[config.mk]
export PLATFORM = sky130hd
export DESIGN_NAME = axi_master_read
export DESIGN_NICKNAME = d
export VERILOG_FILES = /design/src/rtl/axi_master_read.sv
export SDC_FILE = /design/constraint.sdc
export NUM_CORES = 1
export LEC_CHECK = 0
export CAP_MARGIN = 25
export CORE_UTILIZATION = 44
export CTS_BUF_LIST = sky130_fd_sc_hd__clkbuf_8
export CTS_CLUSTER_SIZE = 16
export DETAILED_ROUTE_END_ITERATION = 10
export PLACE_DENSITY = 0.94
export SKIP_CTS_REPAIR_TIMING = 1
export SYNTH_ARGS = -nofsm -noshare
export SYNTH_HDL_FRONTEND = slang
export SYNTH_SLANG_ARGS = --single-unit
[constraint.sdc]
create_clock -name clk -period 5.1 [get_ports clk]
set_clock_uncertainty 0.2 [all_clocks]
set_input_delay 1.02 -clock clk [delete_from_list [all_inputs] [get_ports clk]]
set_output_delay 1.02 -clock clk [all_outputs]
set_load 0.02 [all_outputs]
[src/rtl/axi_master_read.sv]
// AXI4 read-channel master: turns a held CPU read request into one INCR burst
// on AR, collects the R beats, and stalls the CPU until the burst completes.
module axi_master_read #(
    parameter logic [3:0] MASTER_ID = 4'd0,
    parameter int         ADDR_W    = 32,
    parameter int         DATA_W    = 32
) (
    input  logic              clk,
    input  logic              rst,
    input  logic              req,
    input  logic [ADDR_W-1:0] req_addr,
    input  logic [3:0]        req_len,
    output logic [DATA_W-1:0] rd_data,
    output logic              rd_valid,
    output logic              stall,
    output logic              done,
    output logic              err,
    output logic [3:0]        ARID,
    output logic [ADDR_W-1:0] ARADDR,
    output logic [3:0]        ARLEN,
    output logic [2:0]        ARSIZE,
    output logic [1:0]        ARBURST,
    output logic              ARVALID,
    input  logic              ARREADY,
    input  logic [3:0]        RID,
    input  logic [DATA_W-1:0] RDATA,
    input  logic [1:0]        RRESP,
    input  logic              RLAST,
    input  logic              RVALID,
    output logic              RREADY,
    output logic [1:0]        dbg_state
);

    // Handshakes: a transfer happens on a rising edge where valid && ready;
    // ARVALID holds with stable ARADDR/ARLEN until accepted, RREADY is high
    // only in DATA, and the slave may present RVALID at any time.
    typedef enum logic [1:0] {
        S_IDLE = 2'd0,
        S_ADDR = 2'd1,
        S_DATA = 2'd2,
        S_FIN  = 2'd3
    } state_t;

    state_t              r_state;
    state_t              w_next;
    logic [ADDR_W-1:0]   r_araddr;
    logic [3:0]          r_arlen;
    logic [3:0]          r_cnt;
    logic [DATA_W-1:0]   r_rd_data;
    logic                r_rd_valid;
    logic                r_err;
    logic                w_arvalid;
    logic                w_rready;
    logic                w_done;
    logic                w_stall;
    logic                w_beat;
    logic                w_last_expected;
    logic                w_beat_err;

    // RLAST must coincide exactly with the ARLEN-th beat; either mismatch
    // direction (early RLAST or missing RLAST) flags the request.
    assign w_beat          = RVALID && w_rready;
    assign w_last_expected = (r_cnt == r_arlen);
    assign w_beat_err      = (RRESP != 2'b00) || (RID != MASTER_ID)
                           || (RLAST != w_last_expected);

    always_ff @(posedge clk or negedge rst) begin
        if (!rst) begin
            r_state <= S_IDLE;
        end else begin
            r_state <= w_next;
        end
    end

    always_comb begin
        w_next    = r_state;
        w_arvalid = 1'b0;
        w_rready  = 1'b0;
        w_done    = 1'b0;
        w_stall   = 1'b0;
        case (r_state)
            S_IDLE: begin
                w_stall = req;
                if (req) begin
                    w_next = S_ADDR;
                end
            end
            S_ADDR: begin
                w_arvalid = 1'b1;
                w_stall   = 1'b1;
                if (ARREADY) begin
                    w_next = S_DATA;
                end
            end
            S_DATA: begin
                w_rready = 1'b1;
                w_stall  = 1'b1;
                if (RVALID && RLAST) begin
                    w_next = S_FIN;
                end
            end
            S_FIN: begin
                w_done = 1'b1;
                w_next = S_IDLE;
            end
            default: w_next = S_IDLE;
        endcase
    end

    always_ff @(posedge clk or negedge rst) begin
        if (!rst) begin
            r_araddr   <= '0;
            r_arlen    <= '0;
            r_cnt      <= '0;
            r_rd_data  <= '0;
            r_rd_valid <= 1'b0;
            r_err      <= 1'b0;
        end else begin
            r_rd_valid <= 1'b0;
            if (r_state == S_IDLE && req) begin
                r_araddr <= req_addr;
                r_arlen  <= req_len;
                r_cnt    <= '0;
                r_err    <= 1'b0;
            end
            if (w_beat) begin
                r_rd_data  <= RDATA;
                r_rd_valid <= 1'b1;
                // Saturate so overrun beats cannot wrap back onto ARLEN.
                if (r_cnt != 4'hF) begin
                    r_cnt <= r_cnt + 4'd1;
                end
                if (w_beat_err) begin
                    r_err <= 1'b1;
                end
            end
        end
    end

    assign rd_data   = r_rd_data;
    assign rd_valid  = r_rd_valid;
    assign stall     = w_stall;
    assign done      = w_done;
    assign err       = r_err;
    assign ARID      = MASTER_ID;
    assign ARADDR    = r_araddr;
    assign ARLEN     = r_arlen;
    assign ARSIZE    = 3'b010;
    assign ARBURST   = 2'b01;
    assign ARVALID   = w_arvalid;
    assign RREADY    = w_rready;
    assign dbg_state = r_state;

endmodule

---- Word-level counts from Yosys, hierarchy flattened ----
Cells that the tools add are included.
storage, ports and cells
  register bits ........................... 76
  bits of input ports ..................... 80
  output and inout port bits .............. 85
  logic and storage cells ................. 42
cells by class
  reductions and logical operators ........ 10
  add/subtract/negate cells ............... 1
  eq/ne operators ......................... 9
  mux-type cells .......................... 15
operators by type and width
  kind                                                                   number
  4-bit 2-to-1 mux                                                       3
  2-bit case mux with 4 select lines                                     1
  1-bit 2-to-1 mux                                                       7
  2-bit 2-to-1 mux                                                       3
  2-bit inequality test, second input constant                           3
  4-bit by 1-bit adder with 4-bit output, second input constant          1
  2-bit equality test, second input constant                             2
  4-bit equality test                                                    1
  4-bit inequality test, second input constant                           1
  4-bit nonzero test                                                     1
  1-bit logical AND                                                      3
  3-bit AND reduction                                                    1
  2-bit by 1-bit equality test with 1-bit output, second input constant  1
  2-bit logical NOT                                                      1
  1-bit logical OR                                                       2
  1-bit case mux with 2 select lines                                     1
  2-bit nonzero test                                                     1
  2-bit OR reduction                                                     1
  1-bit inequality test                                                  1

---- Longest topological paths before layout ----
Gate-level depths: netlist (run 1).
  depth in word-level cells ............... 5
  gate-level depth with buffers ........... 7
  depth with buffers taken out ............ 6

---- Worst setup path after synthesis (run 1) ----
OpenSTA, ideal clock, no wires.
  path kind ............................... in2out
  start ................................... input port req
  end ..................................... output port stall
  path buffers ............................ 0
  cell stages on the path ................. 2
  data required time ...................... 3.880 ns
  arrival ................................. 1.355 ns
  setup slack ............................. 2.525 ns
  cell sequence ........................... a21oi_1 > nor2_1
between the ends
  cells in the longest elaborated chain, start to end .. 1
RTL lines
  element                             line  RTL
  from (decl)                         10    input logic req,
  1-bit case mux with 2 select lines  81    case (r_state)
  to (decl)                           15    output logic stall,
No other way between the ends.

---- Worst setup path after layout (run 1) ----
Ends and elaborated chain as after synthesis.

==> results.toml, run 1 <==
[detailed_routing]
num_vias = 2198
drt_wl_total_um = 7046
drc_errors = 0
vias_per_cell = 4.707
drt_pass1_iterations = 4
wire_per_inst_um = 15.09
drt_iter0_drc = 61
ant_nets = 0

[global_routing]
antenna_found_initial = 0
grt_pass1_wl_um = 11040
grt_pass1_vias = 2287
grt_use_total_pct = 19.54
grt_max_degree = 77
grt-ovfl-total = 0

[placed_design]
dp.final_hpwl_um = 5132
port_buffers = 155
place.gp.congestion = 0.6853

[finish]
final_util_pct = 72.18
n_fill_cell = 479
syn_to_final_growth_pct = 57.33
drive_gt1_share_pct = 23.99
nets = 453
antennaDiodeCount = 0

[setup_path]
cp.arrival_ns = 2.30
crit_start = "req"
worstReg2RegStart = "dbg_state[0]"
rr_endpoint = "r_cnt[2]"
cp-start-kind = "input port"
crit_path_end_kind = "output port"
reg2reg_slack_ns = 2.84
rr_worst_depth = 6
required_ns = 3.88
critPathKind = "input port to output port"
cp_max_fo = 3
critPathCapture = "stall"

[yosys]
yosys.area.top_type = "dfrtp_1"
synth-seq-area-share_pct = 60.68
yosys_most_used_dff = "dfrtp_1"
netlist_area_um2 = 3134
syn_inst = 211
synth_top_area_share_pct = 60.68
syn_area_per_cell_um2 = 14.85
synth_commonest_cells = "dfrtp_1 (76), mux2_2 (68), buf_4 (9)"
synth_seq_cells = 76
yosysMostFrequentCell = "dfrtp_1"
synth-edff-count = 0
synth_area_leaders = "dfrtp_1 (61%), mux2_2 (24%), buf_4 (2.2%), ha_1 (2.0%), buf_6 (1.8%)"
synthArstFlopShare_pct = 100.0
ys_types = 27
synth_warnings = 0

[timing]
rsz0062_at_grt = "no"
setup_viol = 0
tns_ns = 0
slew_violations = 0
slew_headroom_pct = 36.89
hold_violations = 0
fin_crit_sh_pct = 69.02
fmax_mhz = 284.1
final.min_clock_period_ns = 3.520
worstMarginPinSlew_ns = 0.9432

[clock_tree]
clock_sinks = 76
cts_made_buffers = 9
cts.clk_slew.worst_paths_ns = 0.08
clock_tree.root_cell = "clkbuf_8"
cts-htree-levels = 3
clockBufferDepth = 2
insertion_delay_ns = 0.34
cts_tree = "done"

[pwr]
vdd_drop_max_v = 0.0003407
pwr-share-seq_pct = 33.1
powerDensity_nw_per_um2 = 653.7
p_sw_share_pct = 35.50
p_int_mw = 2.079
p_leak_nw = 2.095
p_clk_share_pct = 15.5
combPwrFrac_pct = 51.4
p_sw_mw = 1.144

[die]
num_rows = 30
io_pins = 165
die_x_um = 86.40
initial_utilization_pct = 45.88
core-area_um2 = 6832
dieHeight_um = 86.40
die-area_um2 = 7465

[job]
max-cap-violations = 0

[outcome]
status = "finished, final reports clean"

[worst_hold_path]
hold_class = "input port to async pin"
-- area by class of cell --
type,count,area [um2],share of cell area (%)
clock inverters,4,75.07,1.522
flip-flops and latches,76,1902,38.57
clock buffers,10,137.6,2.791
multi-input cells,121,1105,22.41
well taps,96,120.1,2.436
inverters,4,15.01,0.3045
repair buffers,156,1577,31.97
-- how the worst min path moves through the flow --
| stage | startpoint | end | slack [ns] |
|---|---|---|---|
| after floorplan | r_cnt[3] | r_cnt[3] | 0.31 |
| after global placement | ARADDR[30] | ARADDR[30] | 0.28 |
| after detailed placement | ARADDR[11] | ARADDR[11] | 0.29 |
| after CTS | ARADDR[23] | ARADDR[23] | 0.31 |
| after global routing | rst | rd_data[27] | 0.25 |
| final | rst | rd_data[12] | 0.27 |
-- cells by family after synthesis --
family | Yosys count | share of synthesized area (%)
xor gates and xnor gates | 4 | 1.118
DFF | 76 | 60.68
muxes | 69 | 24.75
AOI/OAI and AO/OA | 15 | 3.274
buffers and inverters | 21 | 4.910
other | 2 | 0.2396
and+or+nand+nor | 19 | 3.034
adders and majority gates | 5 | 1.996
-- worst max-delay path, stage by stage --
cell and delay [ns]:
clkdlybuf4s50_1 0.51, a21oi_1 0.08, nor2_1 0.08, clkdlybuf4s50_1 0.60
-- power by group through the flow --
stage | clock (mW) | combinational [mW] | sequential, mW
2_1_floorplan | 0 | 0.536 | 1.43
3_3_place_gp | 0 | 1.63 | 1.05
3_5_place_dp | 0 | 1.67 | 1.08
4_1_cts | 0.509 | 1.68 | 1.07
5_1_grt | 0.534 | 1.75 | 1.10
6_report | 0.499 | 1.66 | 1.07
-- state kept, by name, indices dropped and copies added (netlist names) --
register   count
err            1
r_cnt          4
ARLEN          4
ARADDR        32
dbg_state      2
rd_data       32
rd_valid       1
-- layer usage --
| layer | global-route usage (%) | vias to the layer above | wire [um] |
|---|---|---|---|
| li1 | - | 1022 | - |
| met5 | 0 | - | 0 |
| met1 | 22.57 | 1068 | 2808 |
| met2 | 34.34 | 97 | 3656 |
| met3 | 5.429 | 11 | 475 |
| met4 | 7.879 | 0 | 106 |
-- through the flow --
stage | instances | area (um2) | worst slack [ns] | hold WS (ns) | power (mW)
after CTS | 466 | 4903 | 1.579 | 0.3079 | 3.256
final | 467 | 4931 | 1.580 | 0.2674 | 3.223
after floorplan | 218 | 3161 | 2.525 | 0.3133 | 1.964
after global placement | 452 | 4691 | 1.577 | 0.2848 | 2.685
after detailed placement | 452 | 4691 | 1.577 | 0.2919 | 2.751
after global routing | 467 | 4931 | 1.485 | 0.2469 | 3.392
-- placed cells by master, fill, tap and decap left out, types with 2 or more instances in the layout --
| master | Yosys | routed |
|---|---|---|
| clkinvlp_4 | 0 | 2 |
| a21oi_1 | 4 | 4 |
| bufinv_16 | 0 | 2 |
| xor2_1 | 4 | 4 |
| ha_1 | 5 | 5 |
| o21ai_0 | 4 | 4 |
| nand2_2 | 2 | 2 |
| conb_1 | 2 | 9 |
| mux2_2 | 68 | 68 |
| inv_1 | 4 | 4 |
| clkdlybuf4s50_1 | 0 | 154 |
| nor2_1 | 4 | 4 |
| clkbuf_8 | 0 | 10 |
| nand2_1 | 8 | 8 |
| dfrtp_1 | 76 | 76 |
No activity file was read; power rests on OpenSTA's default activity.
==> inputs of run 2 (changes only) <==
- CORE_UTILIZATION: 44 -> 37
- PLACE_DENSITY: 0.94 -> 0.85
- clock period: 5.1 -> 2.83 ns (I/O delays scaled with it)
==> run 2 against run 1 <==
Effect of this change: register-to-register slack got worse by 2.1 ns; hold slack improved by 0.038 ns; clock power increased by 49%; first-iteration DRC count increased by 25%; global-route usage decreased by 3.2 points; cell count increased by 2.8%; largest cell class unchanged; largest power group unchanged.
==> results.toml, run 2 (synthesis results as in run 1) <==
[outcome]
status = "finished, final reports clean"

[timing]
fin_crit_sh_pct = 94.53
setup_viol = 0
slew_violations = 0
rsz0062_at_grt = "no"
final.min_clock_period_ns = 2.675
fmax_mhz = 373.8
hold_violations = 0
fin_hold_ws_ns = 0.3051
tns_ns = 0

[finish]
drive_gt1_share_pct = 24.27
layout_commonest_cell = "clkdlybuf4s50_1"
syn_to_final_growth_pct = 58.12
antennaDiodeCount = 0
final_util_pct = 60.32
layout_common_cells = "clkdlybuf4s50_1 (154), dfrtp_1 (76), mux2_2 (68)"
nets = 456

[detailed_routing]
drt_wl_total_um = 7082
num_vias = 2278
vias_per_cell = 4.746
drt_iter0_drc = 76
wire_per_inst_um = 14.75
drc_errors = 0
drt_pass1_iterations = 5
ant_nets = 0

[global_routing]
grt_pass1_wl_um = 10980
grt-ovfl-total = 0
antenna_found_initial = 0
grt_pass1_vias = 2361
grt_max_degree = 77
grt_use_total_pct = 16.31

[setup_path]
required_ns = 2.06
cpMaxStageDelayCell = "clkdlybuf4s50_1"
cp.arrival_ns = 1.91
rr_endpoint = "rd_data[1]"
rr_worst_depth = 5
crit_start = "dbg_state[1]"
reg2reg_slack_ns = 0.79
cp-start-kind = "flip-flop"
crit_path_end_kind = "output port"
cp_max_fo = 4
max_stage_delay_ns = 0.61
critPathKind = "flip-flop to output port"
worstReg2RegStart = "dbg_state[0]"
path_cells = "inv_1 > ha_1 > a21oi_1 > nor2_1 > clkdlybuf4s50_1"

[pwr]
vdd_drop_max_v = 0.0005712
power_mw = 5.675
powerDensity_nw_per_um2 = 1145
p_leak_nw = 2.112

[clock_tree]
cts_made_buffers = 9
cts-htree-levels = 3
clock_tree.root_cell = "clkbuf_8"
clockBufferDepth = 2
cts.clk_slew.worst_paths_ns = 0.08
cts_tree = "done"
insertion_delay_ns = 0.33
clock_sinks = 76

[die]
io_pins = 165
initial_utilization_pct = 38.15
dieHeight_um = 94.04
die_x_um = 94.04
die-area_um2 = 8843
num_rows = 33
core-area_um2 = 8217

[placed_design]
port_buffers = 155
dp.final_hpwl_um = 5241
place.gp.congestion = 0.7047

[worst_hold_path]
hold_start = "rd_data[23]"
hold_class = "flip-flop to flip-flop"
min_path_cells = 1
hold_end = "rd_data[23]"

[job]
max-cap-violations = 0
==> run 2: worst max path at each step <==
stage,endpoint,slack [ns]
after global routing,stall,0.006
after floorplan,stall,0.86
final,stall,0.15
after global placement,stall,0.22
after CTS,stall,0.13
after detailed placement,stall,0.19
==> run 2: worst max-delay path, delay by kind of cell (launching register included) <==
family | cells | cell delay, ns
buf+inv | 2 | 0.73
flops | 1 | 0.43
fa+ha+maj | 1 | 0.24
simple gates | 1 | 0.10
compound gates | 1 | 0.09
==> run 2: metal layers <==
| metal | part of all wire [%] | GRT usage, % |
|---|---|---|
| met5 | 0 | 0 |
| met4 | 1.6 | 7.308 |
| met3 | 7.5 | 5.421 |
| met2 | 51 | 28.35 |
| met1 | 40 | 18.01 |
==> run 2: layout make-up <==
| cell class | count | area (um2) |
|---|---|---|
| Sequential cell | 76 | 1902 |
| Timing Repair Buffer | 159 | 1627 |
| Clock inverter | 4 | 25.02 |
| Multi-Input combinational cell | 121 | 1105 |
| Inverter | 4 | 15.01 |
| Tap cell | 105 | 131.4 |
| Fill cell | 663 | 3261 |
| Clock buffer | 11 | 151.4 |
==> run 2: metrics by stage <==
step,area (um2),std cells,worst slack [ns]
final,4956,480,0.1547
after global routing,4956,480,0.006351
after CTS,4918,478,0.1346
after detailed placement,4742,463,0.1852
after global placement,4742,463,0.2222
after floorplan,3161,218,0.8633
==> run 2: where the power goes <==
part	switching (mW)	internal (mW)
combinational	1.38	1.63
clock	0.382	0.360
sequential	0.292	1.63
